### config.mk
export PLATFORM = sky130hd
export DESIGN_NAME = rfblackwidow_dcache_wrarb
export DESIGN_NICKNAME = d
export VERILOG_FILES = /design/src/rtl/rfblackwidow_dcache_wrarb.sv
export SDC_FILE = /design/constraint.sdc
export NUM_CORES = 1
export LEC_CHECK = 0
export CORE_AREA = 2 2 271 273
export CTS_BUF_LIST = sky130_fd_sc_hd__clkbuf_2
export DETAILED_ROUTE_END_ITERATION = 10
export DIE_AREA = 0 0 273 275
export SYNTH_ARGS = -nofsm -noshare
export SYNTH_HDL_FRONTEND = slang
export SYNTH_SLANG_ARGS = --single-unit
### constraint.sdc
create_clock -name clk -period 2.2 [get_ports clk]
set_input_delay 0.44 -clock clk [delete_from_list [all_inputs] [get_ports clk]]
set_output_delay 0.44 -clock clk [all_outputs]
set_load 0.02 [all_outputs]
### src/rtl/rfblackwidow_dcache_wrarb.sv
// Data-cache write-port arbiter.
// Three sources share one registered dcache write port: line-fill beats,
// page-table-walker updates and store hits. A fill burst locks the port to
// fills until its last beat. A saturating wait counter lifts a starved store
// above ptw and above the start of a new fill. Every write appears one cycle
// after its request is sampled, together with a one-cycle ack to the source.
module rfblackwidow_dcache_wrarb #(
    parameter int AWID   = 32,
    parameter int DWID   = 128,
    parameter int STARVE = 8
) (
    input  logic                clk,
    input  logic                rst,
    input  logic                inv,
    input  logic                fill_req,
    input  logic                fill_last,
    input  logic [AWID-1:0]     fill_adr,
    input  logic [DWID-1:0]     fill_dat,
    input  logic                st_req,
    input  logic [AWID-1:0]     st_adr,
    input  logic [DWID-1:0]     st_dat,
    input  logic [DWID/8-1:0]   st_sel,
    input  logic                ptw_req,
    input  logic [AWID-1:0]     ptw_adr,
    input  logic [DWID-1:0]     ptw_dat,
    input  logic [DWID/8-1:0]   ptw_sel,
    output logic                fill_ack,
    output logic                st_ack,
    output logic                ptw_ack,
    output logic                dc_wr,
    output logic [AWID-1:0]     dc_adr,
    output logic [DWID-1:0]     dc_dat,
    output logic [DWID/8-1:0]   dc_sel,
    output logic [1:0]          gnt,
    output logic                locked
);

    localparam int SWID = DWID / 8;
    localparam int CW   = $clog2(STARVE) + 1;

    localparam logic [CW-1:0] STARVE_C = CW'(STARVE);
    localparam logic [CW-1:0] CNT_MAX  = {CW{1'b1}};

    localparam logic [1:0] G_NONE = 2'd0;
    localparam logic [1:0] G_FILL = 2'd1;
    localparam logic [1:0] G_PTW  = 2'd2;
    localparam logic [1:0] G_ST   = 2'd3;

    typedef enum logic [0:0] {
        S_IDLE = 1'b0,
        S_FILL = 1'b1
    } state_t;

    state_t            state_q, state_d;
    logic [CW-1:0]     cnt_q, cnt_d;
    logic [1:0]        gnt_q, gnt_d;
    logic [AWID-1:0]   adr_q, adr_d;
    logic [DWID-1:0]   dat_q, dat_d;
    logic [SWID-1:0]   sel_q, sel_d;

    logic              fill_ok;
    logic              ptw_ok;
    logic              st_ok;
    logic              starve;

    // Select one source, derive next FSM state, wait counter and write payload.
    always_comb begin
        state_d = state_q;
        cnt_d   = cnt_q;
        gnt_d   = G_NONE;
        adr_d   = adr_q;
        dat_d   = dat_q;
        sel_d   = sel_q;

        // A source whose ack is on the outputs this cycle is not eligible,
        // so a request held into its ack cycle is never written twice.
        fill_ok = fill_req && (gnt_q != G_FILL);
        ptw_ok  = ptw_req && !inv && (state_q == S_IDLE) && (gnt_q != G_PTW);
        st_ok   = st_req  && !inv && (state_q == S_IDLE) && (gnt_q != G_ST);
        starve  = (cnt_q >= STARVE_C);

        // In FILL the ptw/store terms are already masked above, so only
        // fill beats can win there.
        if (starve && st_ok) begin
            gnt_d = G_ST;
        end else if (fill_ok) begin
            gnt_d = G_FILL;
        end else if (ptw_ok) begin
            gnt_d = G_PTW;
        end else if (st_ok) begin
            gnt_d = G_ST;
        end

        case (gnt_d)
            G_FILL: begin
                adr_d   = fill_adr;
                dat_d   = fill_dat;
                sel_d   = {SWID{1'b1}};
                state_d = fill_last ? S_IDLE : S_FILL;
            end
            G_PTW: begin
                adr_d = ptw_adr;
                dat_d = ptw_dat;
                sel_d = ptw_sel;
            end
            G_ST: begin
                adr_d = st_adr;
                dat_d = st_dat;
                sel_d = st_sel;
            end
            default: begin
            end
        endcase

        // Count cycles a store has been waiting; saturate instead of wrapping.
        if (!st_req || (gnt_d == G_ST)) begin
            cnt_d = '0;
        end else if (cnt_q != CNT_MAX) begin
            cnt_d = cnt_q + 1'b1;
        end
    end

    // Register FSM state, wait counter and the write port.
    always_ff @(posedge clk) begin
        if (rst) begin
            state_q <= S_IDLE;
            cnt_q   <= '0;
            gnt_q   <= G_NONE;
            adr_q   <= '0;
            dat_q   <= '0;
            sel_q   <= '0;
        end else begin
            state_q <= state_d;
            cnt_q   <= cnt_d;
            gnt_q   <= gnt_d;
            adr_q   <= adr_d;
            dat_q   <= dat_d;
            sel_q   <= sel_d;
        end
    end

    // Acks and the write strobe decode from the registered grant, so at most
    // one ack is ever high and dc_wr is exactly their OR.
    assign fill_ack = (gnt_q == G_FILL);
    assign ptw_ack  = (gnt_q == G_PTW);
    assign st_ack   = (gnt_q == G_ST);
    assign dc_wr    = (gnt_q != G_NONE);
    assign gnt      = gnt_q;
    assign dc_adr   = adr_q;
    assign dc_dat   = dat_q;
    assign dc_sel   = sel_q;
    assign locked   = (state_q == S_FILL);

endmodule
==> Word level (Yosys, flattened, before mapping) <==
Cells that the tools add are included.
{ "classes": {"add_sub_neg": 1, "order_cmp": 1, "n_eq_ne": 10, "muxes": 8, "n_bitwise": 1, "reduce_logical": 14} }
{ "ops": {"columns": ["op", "count"], "rows": [
  ["$pmux W128 S3", 1],
  ["$pmux W32 S3", 1],
  ["$pmux W16 S3", 1],
  ["$eq A2 B2 Y1 const B", 4],
  ["$logic_and A1 B1 Y1", 8],
  ["$mux W2", 4],
  ["$add A4 B1 Y4 const B", 1],
  ["$eq A2 B1 Y1 const B", 2],
  ["$ge A4 B4 Y1 const B", 1],
  ["$ne A2 B2 Y1 const B", 2],
  ["$ne A4 B4 Y1 const B", 1],
  ["$reduce_bool A3 Y1", 1],
  ["$logic_not A1 Y1", 2],
  ["$ne A2 B1 Y1 const B", 1],
  ["$reduce_bool A2 Y1", 1],
  ["$reduce_or A2 Y1", 1],
  ["$logic_or A1 B1 Y1", 1],
  ["$mux W1", 1],
  ["$not A1 Y1", 1]
]} }
{ "word_totals": {"register_bits": 183, "input_bits": 519, "output_inout_bits": 183, "elab_cells": 41} }

==> Depth between registers and ports, before layout <==
{ "depth": {"depth_word": 11, "ltp_mapped": 9, "ltp_nobuf": 5} }

==> Worst setup path after synthesis <==
Ideal clock, no wire load.
{ "synth_timing": {"kind": "flip-flop to flip-flop", "startpoint": "reg gnt_q[1], in the netlist gnt[1]", "endpoint": "reg dat_q[103], in the netlist dc_dat[103]", "setup_ps": 91, "t_arrival_ps": 2132, "t_required_ps": 2109, "path_slack_ps": -23, "stages_incl_launch_ff": 9, "n_path_buf": 4, "synth_period_minus_slack_ps": 2223, "cell_sequence": "dfxtp_1 > and2_1 > clkbuf_1 > o32a_1 > buf_2 > buf_2 > clkbuf_1 > o21ai_0 > a311oi_1"} }
{ "synth_via": {"elab_chain_len": 8, "elab_cells_between_ends": 16, "classes_between": "eq/ne: 6; mux: 5; reduce/logical: 5"} }
{ "synth_lines": {"columns": ["item", "line", "source"], "rows": [
  ["start, declared", "56", "logic [1:0] gnt_q, gnt_d;"],
  ["start signal, assigned", "135", "gnt_q <= gnt_d;"],
  ["$ne A2 B2 Y1", "79", "st_ok = st_req && !inv && (state_q == S_IDLE) && (gnt_q != G_ST);"],
  ["$logic_and A1 B1 Y1", "79", null],
  ["$mux W2", "90", "end else if (st_ok) begin"],
  ["$mux W2", "88", "end else if (ptw_ok) begin"],
  ["$mux W2", "86", "end else if (fill_ok) begin"],
  ["$mux W2 (*)", "84", "if (starve && st_ok) begin"],
  ["$eq A2 B2 Y1 / $eq A2 B1 Y1 (equally long branches)", "94", "case (gnt_d)"],
  ["$pmux W128 S3 / $reduce_bool A3 Y1 (equally long branches)", null, null],
  ["end signal, assigned", "137", "dat_q <= dat_d;"],
  ["end, declared", "58", "logic [DWID-1:0] dat_q, dat_d;"]
]} }
Every way passes the cells marked *; elsewhere a longest branch is shown, timed or not.
A chain may end at the register's enable or synchronous reset.

==> Worst setup path after layout <==
{ "layout_timing": {"startpoint": "reg gnt_q[1], in the netlist gnt[1]", "endpoint": "reg adr_q[30], in the netlist dc_adr[30]"} }
{ "layout_via": {"elab_chain_len": 8, "elab_cells_between_ends": 16, "classes_between": "eq/ne: 6; mux: 5; reduce/logical: 5"} }
{ "layout_lines": {"columns": ["item", "line", "source"], "rows": [
  ["$ne A2 B2 Y1", "79", null],
  ["$logic_and A1 B1 Y1", "79", null],
  ["$mux W2", "90", null],
  ["$mux W2", "88", null],
  ["$mux W2", "86", null],
  ["$mux W2 (*)", "84", null],
  ["$eq A2 B2 Y1 / $eq A2 B1 Y1 (equally long branches)", "94", null],
  ["$pmux W32 S3 / $reduce_bool A3 Y1 (equally long branches)", null, null],
  ["end signal, assigned", "136", "adr_q <= adr_d;"],
  ["end, declared", "57", "logic [AWID-1:0] adr_q, adr_d;"]
]} }
Marked as above.

==> impl_summary.txt <==
----------------------------------------------------
[STA]
  Maximum clock rate ... 0.430 GHz
  Slew Viols, Final ... 0
  Least-Margin Pin Slew ... 0.744 ns
  Share of the cycle needed by the critical path after routing ... 106%
  Setup repair after global routing missed its margin ... yes
  Skew final ... 0.0521 ns
  Setup slack of the critical path after layout ... -0.125 ns
  Tightest slew margin relative to the limit ... between 50 and 60%
  Final Hold Viols ... 0
  Final worst path period need ... about 2.3 ns
  Final count of negative-setup-slack endpoints ... 19
  WHS ... between 0.1 and 0.15 ns

[Yosys]
  Yosys synthesis warning count ... 0
  Sequential area share after synthesis ... 40.1%
  Net count after synthesis ... approximately 1700
  Netlist area before placement ... 9150 um2
  Cells after Synth ... around 1200
  Post-synth cell types ... 37
  Average cell area after synthesis ... 7.53 um2
  Total of flip-flops plus latches after synthesis ... 183

[CTS]
  Clock transition at the register clock pins on the worst setup and hold paths after CTS ... 0.32 ns
  Later-pin clock latency in the skew report ... between 1 and 1.5 ns
  TritonCTS clock tree ... built
  Max Buffers Root-to-Sink ... 2
  CTS sink cnt ... 183
  H-tree lvl count ... 4
  Cts bufs inserted ... 17
  CTS root buf ... sky130_fd_sc_hd__clkbuf_2

[Setup path]
  Endpoint class of the critical path ... flip-flop
  Critical path launch point ... gnt[1]
  Internal reg-to-reg setup slack ... -0.12 ns
  Buffers plus inverters on the worst setup path ... 5
  Cell Chain, Critical Path ... buf_6 > buf_4 > a21boi_1 > o221ai_4 > buf_6 > buf_12 > buf_4 > o21ai_0 > a311oi_2
  Number of cells on the critical path ... 9
  Delay contributed by the slowest stage of the critical path ... 0.45 ns
  Crit path max-delay cell type ... sky130_fd_sc_hd__dfxtp_4
  WP data required ... 3.13 ns
  Depth of the most critical reg-to-reg path ... 9
  Cell family with the largest share of critical-path delay ... compound AO/OA/AOI/OAI gates
  Startpoint type of the worst setup path ... flip-flop
  Worst Setup Path Type ... flip-flop to flip-flop
  CP max FO ... 8
  Critical register-to-register path endpoint ... dc_adr[30]
  Worst Setup EP ... dc_adr[30]
  Reg2Reg Launch Point ... gnt[1]
  Signal arrival time at the worst endpoint ... about 3.3 ns

[Global route]
  Pin count of the biggest net entering global routing ... 55
  Vias in the first global route ... 15655
  Antenna violations before repair ... 5
  First-pass GRT wire length ... slightly above 90 mm
  Overall overflow remaining after global route ... 0
  Total GRT Usage ... 16.0%

[Power]
  Areal power density over the cells ... ~460 nW/um2
  Maximum vdd ir drop ... ~0.25 mV
  Leak pwr ... between 9 and 10 nW
  Sum of internal, switching and leakage power ... 11.3 mW

[Route]
  Post-DR wirelength/cell ... a little under 20 um
  Post-detailed-route DRC marker count ... 0
  Total met3 wirelength after detailed routing ... 4.98 mm
  Wire length on met1 ... 27.7 mm
  Wire length on met2 ... 32.2 mm
  Detailed-routing iteration count for the pre-antenna-repair pass ... 5
  Number of DRC markers in iteration 0 ... 797
  Total Routed Length ... 68.1 mm
  Routed vias/inst ... 4.37
  Number of routed nets with antenna violations ... 0
  Highest signal layer in the routed design ... met5
  Via count ... between 15000 and 20000

[Worst hold path]
  Launch point of the worst hold path ... fill_dat[107]
  Worst hold path class ... input port to flip-flop

[Layout]
  Final net count ... 3008
  Fraction of layout instances using a drive strength above 1 ... 24.4%
  Area grow syn2layout ... 170%
  Commonest non-fill, non-tap cell in the layout ... sky130_fd_sc_hd__clkdlybuf4s50_1
  Most frequent cells in the layout ... sky130_fd_sc_hd__clkdlybuf4s50_1, sky130_fd_sc_hd__dlygate4sd3_1, sky130_fd_sc_hd__nand2_1

[Run status]
  Result of the run ... finished with violations
  Violated checks ... negative setup slack

[Floorplanning]
  Vert. Die Dim ... approximately 280 um
  Area of the die ... about 75000 um2
  Rows ... between 90 and 100
  X dimension of the die ... 273 um
  Initial cell density of the core ... 12.6%
  Top-Level Pins ... 702
  Core region area ... 72300 um2

[Run]
  Max-cap check violation count ... 0

[Placement]
  Post-Place Setup Slack ... -0.639 ns
  GP Congestion ... between 0.9 and 1
  Post-DP HPWL ... 41.3 mm
  I/O Buffers ... about 700

----------------------------------------------------
==> power breakdown <==
group          leakage [nW]  switching [mW]  total, mW  internal [mW]
registers              1.58           0.340       4.12           3.78
logic                  8.03            2.27       5.24           2.97
clock network         0.127            1.56       1.90          0.342
==> tightest hold or removal path, cell delays in order <==
cell and delay, ns:
sky130_fd_sc_hd__clkdlybuf4s50_1 0.50, sky130_fd_sc_hd__nand2_1 0.14, sky130_fd_sc_hd__a311oi_1 0.08
==> how the worst min path moves through the flow <==
stage	endpoint	slack, ns	depth (start not counted)
final	dc_dat[107]	0.15	3
after global routing	dc_dat[88]	0.06	3
after CTS	dc_dat[122]	0.0009	3
after detailed placement	dc_sel[1]	0.47	2
after global placement	dc_sel[0]	0.47	2
after floorplan	cnt_q[2]	0.49	2
==> metrics by stage <==
stage	TNS (ns)	utilization, %	instance area (um2)	cells
after floorplan	0	-	9150	1214
after global placement	-92.75	24.9	18000	2873
after detailed placement	-97.16	24.9	18000	2873
after CTS	-10.50	33.1	24000	3427
after global routing	-13.13	34.2	24700	3462
final	-0.961	34.2	24700	3466
==> flip-flops by register name, indices dropped and copies added, names as in the netlist <==
signal  count
dc_sel     16
gnt         2
dc_dat    128
locked      1
cnt_q       4
dc_adr     32
==> cell usage after synthesis <==
| cell type | instances | area (um2) |
|---|---|---|
| sky130_fd_sc_hd__or3_1 | 2 | 12.5 |
| sky130_fd_sc_hd__dfxtp_1 | 183 | 3660 |
| sky130_fd_sc_hd__nor2b_1 | 55 | 344 |
| sky130_fd_sc_hd__nand2_1 | 300 | 1130 |
| sky130_fd_sc_hd__clkbuf_1 | 76 | 285 |
| sky130_fd_sc_hd__nor3b_1 | 1 | 7.51 |
| sky130_fd_sc_hd__o21ai_0 | 106 | 531 |
| sky130_fd_sc_hd__a21oi_1 | 2 | 10.0 |
| sky130_fd_sc_hd__inv_1 | 5 | 18.8 |
| sky130_fd_sc_hd__nand2_4 | 1 | 11.3 |
| sky130_fd_sc_hd__nor2_4 | 1 | 11.3 |
| sky130_fd_sc_hd__buf_2 | 23 | 115 |
| sky130_fd_sc_hd__and2_1 | 1 | 6.26 |
| sky130_fd_sc_hd__buf_1 | 7 | 26.3 |
| sky130_fd_sc_hd__o221a_2 | 1 | 11.3 |
| sky130_fd_sc_hd__or3b_1 | 1 | 8.76 |
| sky130_fd_sc_hd__ha_1 | 2 | 25.0 |
| sky130_fd_sc_hd__or2_2 | 3 | 18.8 |
| sky130_fd_sc_hd__and3_1 | 1 | 6.26 |
| sky130_fd_sc_hd__o32a_1 | 1 | 10.0 |
| sky130_fd_sc_hd__nor3_2 | 1 | 10.0 |
| sky130_fd_sc_hd__buf_6 | 10 | 113 |
| sky130_fd_sc_hd__buf_4 | 2 | 15.0 |
| sky130_fd_sc_hd__xnor2_1 | 1 | 8.76 |
| sky130_fd_sc_hd__o21ai_2 | 1 | 8.76 |
| sky130_fd_sc_hd__a311oi_1 | 122 | 1070 |
| sky130_fd_sc_hd__nor2_1 | 182 | 683 |
| sky130_fd_sc_hd__a21boi_0 | 1 | 7.51 |
| sky130_fd_sc_hd__a211oi_1 | 55 | 413 |
| sky130_fd_sc_hd__o221ai_1 | 54 | 473 |
| sky130_fd_sc_hd__mux2i_1 | 1 | 10.0 |
| sky130_fd_sc_hd__o221ai_2 | 1 | 15.0 |
| sky130_fd_sc_hd__nand3_1 | 2 | 10.0 |
| sky130_fd_sc_hd__buf_8 | 1 | 15.0 |
| sky130_fd_sc_hd__nand3b_1 | 1 | 7.51 |
| sky130_fd_sc_hd__nand2b_1 | 4 | 25.0 |
| sky130_fd_sc_hd__nor3_1 | 3 | 15.0 |
==> cell families (layout without fill, tap and decap cells) <==
family	Yosys count	in the layout	synth area share, %
mux	1	1	0.109
compound gates	344	344	27.9
fa+ha+maj	2	2	0.274
buf+inv	124	1410	6.43
simple gates	559	559	25.2
other cells	0	7	0
xor+xnor	1	1	0.0958
flops	183	183	40.1
==> layout make-up <==
| class | count | area (um2) |
|---|---|---|
| Antenna cell | 7 | 17.5 |
| Clock buffer | 18 | 90.1 |
| Clock inverter | 14 | 119 |
| Fill cell | 7070 | 47600 |
| Inverter | 5 | 18.8 |
| Multi-Input combinational cell | 907 | 5130 |
| Sequential cell | 183 | 3950 |
| Tap cell | 959 | 1200 |
| Timing Repair Buffer | 1373 | 14200 |
==> metal layers <==
layer,GRT usage [%],vias to the layer above
met1,18.6,7168
met5,0,-
met3,3.94,184
li1,-,6884
met2,27.0,890
met4,8.87,4
==> what timing repair did <==
item / CTS / global route
gates resized for setup: 1309 / 68
setup buffers: 22 / 20
gates cloned: 2 / 12
hold endpoints to repair: 183 / 0
hold buffers: 499 / 0
pin swaps: 3 / 34
endpoints found under the setup margin: 218 / 235
Note: power is estimated with default switching activity, not from simulation.
